## src/rtl/alu_pkg.sv

```systemverilog
// Shared definitions for the execute-stage ALU.
//   - Operation codes as produced by the ALU control decoder
//     ({funct7[5], funct3} for R/I ops, 0000 for address add, 1000 for branch compare).
//   - FSM state encoding, also visible on the unit's debug port.
//   - canon_op(): folds the 1xxx aliases onto their 0xxx operation.
package alu_pkg;

  localparam logic [3:0] ALU_ADD  = 4'b0000;
  localparam logic [3:0] ALU_SLL  = 4'b0001;
  localparam logic [3:0] ALU_SLT  = 4'b0010;
  localparam logic [3:0] ALU_SLTU = 4'b0011;
  localparam logic [3:0] ALU_XOR  = 4'b0100;
  localparam logic [3:0] ALU_SRL  = 4'b0101;
  localparam logic [3:0] ALU_OR   = 4'b0110;
  localparam logic [3:0] ALU_AND  = 4'b0111;
  localparam logic [3:0] ALU_SUB  = 4'b1000;
  localparam logic [3:0] ALU_SRA  = 4'b1101;

  typedef enum logic [1:0] {
    ST_IDLE  = 2'd0,
    ST_SHIFT = 2'd1,
    ST_DONE  = 2'd2
  } state_t;

  localparam int XLEN_DEF = 32;
  localparam int SHAMT_W  = $clog2(XLEN_DEF);

  // Only SUB and SRA give bit 3 a meaning; every other 1xxx code runs as 0xxx.
  function automatic logic [3:0] canon_op(input logic [3:0] f);
    if (f == ALU_SUB || f == ALU_SRA) return f;
    return {1'b0, f[2:0]};
  endfunction

endpackage

```

## src/rtl/alu_shift_step.sv

```systemverilog
// One iteration of the iterative shifter: shifts a value by a small amount.
// Ports:
//   i_value  - working value
//   i_amount - shift distance for this step (never more than SHIFT_STEP)
//   i_left   - 1: shift left (SLL), 0: shift right
//   i_arith  - right shift fills with i_sign instead of 0 (SRA)
//   i_sign   - sign bit of the original operand
//   o_value  - shifted value
module alu_shift_step #(
  parameter int XLEN   = 32,
  parameter int STEP_W = 1
) (
  input  logic [XLEN-1:0]   i_value,
  input  logic [STEP_W-1:0] i_amount,
  input  logic              i_left,
  input  logic              i_arith,
  input  logic              i_sign,
  output logic [XLEN-1:0]   o_value
);

  logic [XLEN-1:0] w_fill_mask;

  always_comb begin
    // Ones in the vacated upper positions of a right shift.
    w_fill_mask = ~({XLEN{1'b1}} >> i_amount);
    if (i_left) begin
      o_value = i_value << i_amount;
    end else if (i_arith && i_sign) begin
      o_value = (i_value >> i_amount) | w_fill_mask;
    end else begin
      o_value = i_value >> i_amount;
    end
  end

endmodule

```

## src/rtl/alu_exec_unit.sv

```systemverilog
// Execute-stage ALU with valid/ready handshakes on input and output.
// Logic, add/sub and compares finish in one cycle; shifts iterate SHIFT_STEP
// bit positions per cycle.
//
// Handshake: an operation transfers on a rising edge where in_valid && in_ready
// && !flush; a result transfers on a rising edge where out_valid && out_ready.
// in_ready depends only on the state; out_valid/result/zero are registered and
// are held stable while out_ready is low.
//
// Ports:
//   clk, rst_n      - clock, asynchronous active-low reset
//   flush           - synchronous abort; returns to IDLE, result/zero unchanged
//   in_valid/ready  - operation handshake; field/op_a/op_b sampled at accept
//   out_valid/ready - result handshake; result/zero valid while out_valid
//   dbg_state       - current FSM state (alu_pkg::state_t encoding)
module alu_exec_unit
  import alu_pkg::*;
#(
  parameter int XLEN       = 32,
  parameter int SHIFT_STEP = 1
) (
  input  logic            clk,
  input  logic            rst_n,
  input  logic            flush,
  input  logic            in_valid,
  output logic            in_ready,
  input  logic [3:0]      field,
  input  logic [XLEN-1:0] op_a,
  input  logic [XLEN-1:0] op_b,
  output logic            out_valid,
  input  logic            out_ready,
  output logic [XLEN-1:0] result,
  output logic            zero,
  output logic [1:0]      dbg_state
);

  localparam int LSHAMT_W = $clog2(XLEN);
  localparam int STEP_W   = $clog2(SHIFT_STEP) + 1;

  state_t              r_state;
  state_t              w_state_nxt;
  logic [XLEN-1:0]     r_result;
  logic [XLEN-1:0]     r_work;
  logic [LSHAMT_W-1:0] r_remain;
  logic                r_left;
  logic                r_arith;
  logic                r_sign;

  logic [3:0]          w_op;
  logic [XLEN-1:0]     w_alu;
  logic                w_is_shift;
  logic [LSHAMT_W-1:0] w_shamt;
  logic                w_shift_go;
  logic [STEP_W-1:0]   w_step;
  logic [LSHAMT_W-1:0] w_remain_nxt;
  logic [XLEN-1:0]     w_shifted;

  assign w_shamt    = op_b[LSHAMT_W-1:0];
  assign w_shift_go = w_is_shift && (w_shamt != '0);

  // Single-cycle operations. For shifts w_alu is op_a, which is the
  // result when shamt is zero.
  always_comb begin
    w_op       = canon_op(field);
    w_alu      = '0;
    w_is_shift = 1'b0;
    case (w_op)
      ALU_ADD:  w_alu = op_a + op_b;
      ALU_SUB:  w_alu = op_a - op_b;
      ALU_SLT:  w_alu = {{(XLEN-1){1'b0}}, ($signed(op_a) < $signed(op_b))};
      ALU_SLTU: w_alu = {{(XLEN-1){1'b0}}, (op_a < op_b)};
      ALU_XOR:  w_alu = op_a ^ op_b;
      ALU_OR:   w_alu = op_a | op_b;
      ALU_AND:  w_alu = op_a & op_b;
      ALU_SLL, ALU_SRL, ALU_SRA: begin
        w_is_shift = 1'b1;
        w_alu      = op_a;
      end
      default:  w_alu = '0;
    endcase
  end

  // Step distance this cycle: min(SHIFT_STEP, remaining).
  always_comb begin
    if (r_remain < LSHAMT_W'(SHIFT_STEP)) begin
      w_step = r_remain[STEP_W-1:0];
    end else begin
      w_step = STEP_W'(SHIFT_STEP);
    end
    w_remain_nxt = r_remain - LSHAMT_W'(w_step);
  end

  alu_shift_step #(
    .XLEN   (XLEN),
    .STEP_W (STEP_W)
  ) u_shift_step (
    .i_value  (r_work),
    .i_amount (w_step),
    .i_left   (r_left),
    .i_arith  (r_arith),
    .i_sign   (r_sign),
    .o_value  (w_shifted)
  );

  // Next-state logic.
  always_comb begin
    w_state_nxt = r_state;
    if (flush) begin
      w_state_nxt = ST_IDLE;
    end else begin
      case (r_state)
        ST_IDLE:  if (in_valid) w_state_nxt = w_shift_go ? ST_SHIFT : ST_DONE;
        ST_SHIFT: if (w_remain_nxt == '0) w_state_nxt = ST_DONE;
        ST_DONE:  if (out_ready) w_state_nxt = ST_IDLE;
        default:  w_state_nxt = ST_IDLE;
      endcase
    end
  end

  always_ff @(posedge clk or negedge rst_n) begin
    if (!rst_n) r_state <= ST_IDLE;
    else        r_state <= w_state_nxt;
  end

  // Datapath registers.
  always_ff @(posedge clk or negedge rst_n) begin
    if (!rst_n) begin
      r_result <= '0;
      r_work   <= '0;
      r_remain <= '0;
      r_left   <= 1'b0;
      r_arith  <= 1'b0;
      r_sign   <= 1'b0;
    end else if (flush) begin
      r_remain <= '0;
    end else begin
      case (r_state)
        ST_IDLE: begin
          if (in_valid) begin
            if (w_shift_go) begin
              r_work   <= op_a;
              r_remain <= w_shamt;
              r_left   <= (w_op == ALU_SLL);
              r_arith  <= (w_op == ALU_SRA);
              r_sign   <= op_a[XLEN-1];
            end else begin
              r_result <= w_alu;
            end
          end
        end
        ST_SHIFT: begin
          r_work   <= w_shifted;
          r_remain <= w_remain_nxt;
          if (w_remain_nxt == '0) r_result <= w_shifted;
        end
        default: ;
      endcase
    end
  end

  assign in_ready  = (r_state == ST_IDLE);
  assign out_valid = (r_state == ST_DONE);
  assign result    = r_result;
  assign zero      = (r_result == '0);
  assign dbg_state = r_state;

endmodule

```

## config.mk

```make
export PLATFORM = sky130hd
export DESIGN_NAME = alu_exec_unit
export DESIGN_NICKNAME = d
export VERILOG_FILES = /design/src/rtl/alu_pkg.sv /design/src/rtl/alu_shift_step.sv /design/src/rtl/alu_exec_unit.sv
export SDC_FILE = /design/constraint.sdc
export NUM_CORES = 1
export LEC_CHECK = 0
export ABC_AREA = 1
export ABC_CLOCK_PERIOD_IN_PS = 3900
export CAP_MARGIN = 10
export CORE_ASPECT_RATIO = 1.5
export CORE_MARGIN = 4
export CORE_UTILIZATION = 35
export CTS_CLUSTER_SIZE = 16
export DETAILED_ROUTE_END_ITERATION = 8
export DONT_BUFFER_PORTS = 1
export SYNTH_ARGS = -nofsm -noshare
export SYNTH_HDL_FRONTEND = slang
export SYNTH_SLANG_ARGS = --single-unit
```

## constraint.sdc

```tcl
create_clock -name clk -period 3.9 [get_ports clk]
set_input_delay 0.585 -clock clk [delete_from_list [all_inputs] [get_ports clk]]
set_output_delay 0.585 -clock clk [all_outputs]
set_load 0.01 [all_outputs]
```

==> results.cfg <==
[cts]
cts_resized = 0
cts_tree = yes
post_cts_buffers = 0
cts_buffer_depth = 2
clock-sinks = 74
clk_latency_ns = 0.35
cts_root_buf = clkbuf_16
cts_hold_buf = 1
h-tree-depth = 3
cts_buffers = 9
clkTransAtPathRegs_ns = 0.06

[sta]
max_freq_mhz = 344
finClkSkew_ns = 0.00877
tightest_slew_ns = 0.930
finalMaxSlewViolations = 0
setup_tns_ns = 0
rsz0062_at_grt = no
setup_slack_ns = 0.989
slew_headroom_pct = 37.9
final_hold_viol_count = 0
post-route-min-period_ns = 2.91
finalCritPeriodShare_pct = 74.6
setup_viol = 0

[power_and_ir_drop]
p_switching_mw = 1.85
power_frac_comb_pct = 44.5
clockPowerShare_pct = 21.1
powerDensity_mw_per_mm2 = 352
fin_total_pwr_mw = 3.98
irDropWorstVdd_mv = 0.203
power.leakage_nw = 6.36
netSwitchingFraction_pct = 46.5
sequentialPowerShare_pct = 34.3
intPower_mw = 2.13

[drt]
avgViaCountPerCell = 5.37
final_antenna_net_count = 0
wl_per_cell_um = 19.5
drtIter0Drc = 851
dr_total_vias = 11900
firstDrtPassIters = 6
drt_wl_total_um = 43200
remaining_drc_errors = 0

[synthesis]
async_reset_ff_share_pct = 100
synth-seq-cells = 74
synth_edf_count = 0
synth.avg_cell_area_um2 = 5.76
yosysMostFrequentCell = nand2_1
yosys-top-cells-area = nand2_1 20%, dfrtp_1 17%, inv_1 13%
yosysTopAreaCell = nand2_1
synthesis.nets = 2036
seq_area_frac_synth_pct = 17.3
syn_area_mm2 = 0.0107
ys_warn_count = 0
synthFlopType = dfrtp_1
synthCells = 1857
yosys-top-cells-count = 557 x nand2_1, 358 x inv_1, 173 x nor2_1
synth_top_cell_area_share_pct = 19.5
ys_types = 45

[die]
die_h_um = 222
rows = 78
die_w_um = 151
die_area_mm2 = 0.0335
core-area_mm2 = 0.0303
start_util_pct = 35.4
ios = 110

[cells_and_area]
fin_util_pct = 37.4
diodes = 0
final_layout_size_suffix_gt1_share_pct = 2.75
syn_to_final_growth_pct = 5.64
fill_cells = 3461
fin_area_mm2 = 0.0113
fin_nets = 1991

[global_routing]
antenna_found_initial = 0
grt_max_degree = 75
overflow = 0
grt_pass1_wl_um = 65900
first_global_vias = 11600
grtUsageTotal_pct = 25.4

[critical_path]
cp-start-kind = register
required_ns = 3.31
path_class = register to primary output
crit_slowest_cell = nor4_1
path_cells = nor4_1, buf_4, nand4_1, nor4_1
critical_path_arrival_ns = 2.33
cp_common_cell = nor4_1
crit_fanout = 3
end_kind = primary output
crit_buf_inv = 1
max_stage_delay_ns = 0.69
cpLargestDelayFamily = simple AND/OR/NAND/NOR gates

[placement]
hpwl_um = 35400
gp_congestion = 0.986
portBuffers = 0
place_ws_ns = 0.806
placed_cell_area_mm2 = 0.0110

[min_path]
hp-class = primary input to asynchronous set/reset pin

[run]
cap_violations = 0

[status]
status = finished, final reports clean
-- power groups by stage --
stage	Clock, mW	Sequential (mW)	Combinational, mW
after floorplan	0	1.27	1.33
after global placement	0	1.37	1.71
after detailed placement	0	1.37	1.73
after CTS	0.865	1.36	1.76
after global routing	0.878	1.39	2.00
final	0.840	1.37	1.77
-- cells by family after synthesis --
| logic type | share of synthesized area [%] |
|---|---|
| AO/OA/AOI/OAI | 17.2 |
| XOR/XNOR | 1.39 |
| adder cells (fa/ha/maj) | 12.5 |
| buffers and inverters | 16.1 |
| flip-flops | 17.3 |
| AND/OR/NAND/NOR | 35.5 |
-- worst register-to-register path, stage by stage (launching register included) --
cell and delay (ns):
dfrtp_1 0.42, nor2_2 0.21, a21oi_4 0.11, ha_1 0.22
xor2_1 0.19, o41ai_2 0.42, nand4_2 0.61, buf_4 0.41
nor2_1 0.11, a21oi_1 0.08
-- state kept, by name, indices dropped and copies added, names as in the netlist --
register and flops:
r_work 32, result 32, r_remain 5, dbg_state 2
r_arith 1, r_left 1, r_sign 1
-- worst paths after layout --
kind                                          end  slack [ns]                    start  cells after the start
setup / recovery                             zero        0.99   result[17]$_DFFE_PN0P_                      4
hold / removal              r_work[4]$_DFFE_PN0P_         0.1                    rst_n                      1
setup reg to reg           result[29]$_DFFE_PN0P_        1.03  r_remain[2]$_DFFE_PN0P_                      9
hold reg to reg                r_sign$_DFFE_PN0P_        0.49       r_sign$_DFFE_PN0P_                      2
max in group asynchronous  r_work[23]$_DFFE_PN0P_        3.43                    rst_n                      1
min in group clk               r_left$_DFFE_PN0P_        0.33                 field[2]                      1
-- layout by cell type (no fill, tap or decap), types with 18 or more instances in the layout --
cell	instances
o22ai_1	43
a221oi_1	21
buf_4	18
a21oi_1	99
o21ai_0	51
inv_1	357
nor3_1	18
dfrtp_1	74
nand3_1	141
a22oi_1	23
nor2_1	172
nand2_1	557
ha_1	104
-- cell type report --
class / count / area, um2 / share of cell area [%]
Sequential cell: 74 / 1850 / 16.4
Timing Repair Buffer: 19 / 163 / 1.44
Tap cell: 400 / 500 / 4.43
Inverter: 361 / 1360 / 12.0
Clock inverter: 6 / 67.6 / 0.598
Multi-Input combinational cell: 1347 / 7140 / 63.2
Clock buffer: 9 / 225 / 1.99
-- stage by stage --
stage	hold WS, ns	std cells
after floorplan	0.289	1857
after global placement	0.294	2200
after detailed placement	0.294	2200
after CTS	0.126	2216
after global routing	0.148	2216
final	0.0998	2216
-- layer usage --
layer  up-vias  track usage [%]  wire [um]
li1       5802                -          -
met1      5587             30.1      17000
met2       425             46.2      21900
met3        88             2.72       2490
met4         0             9.98       1760
met5         -                0          0
Note: power is estimated with default switching activity, not from simulation.
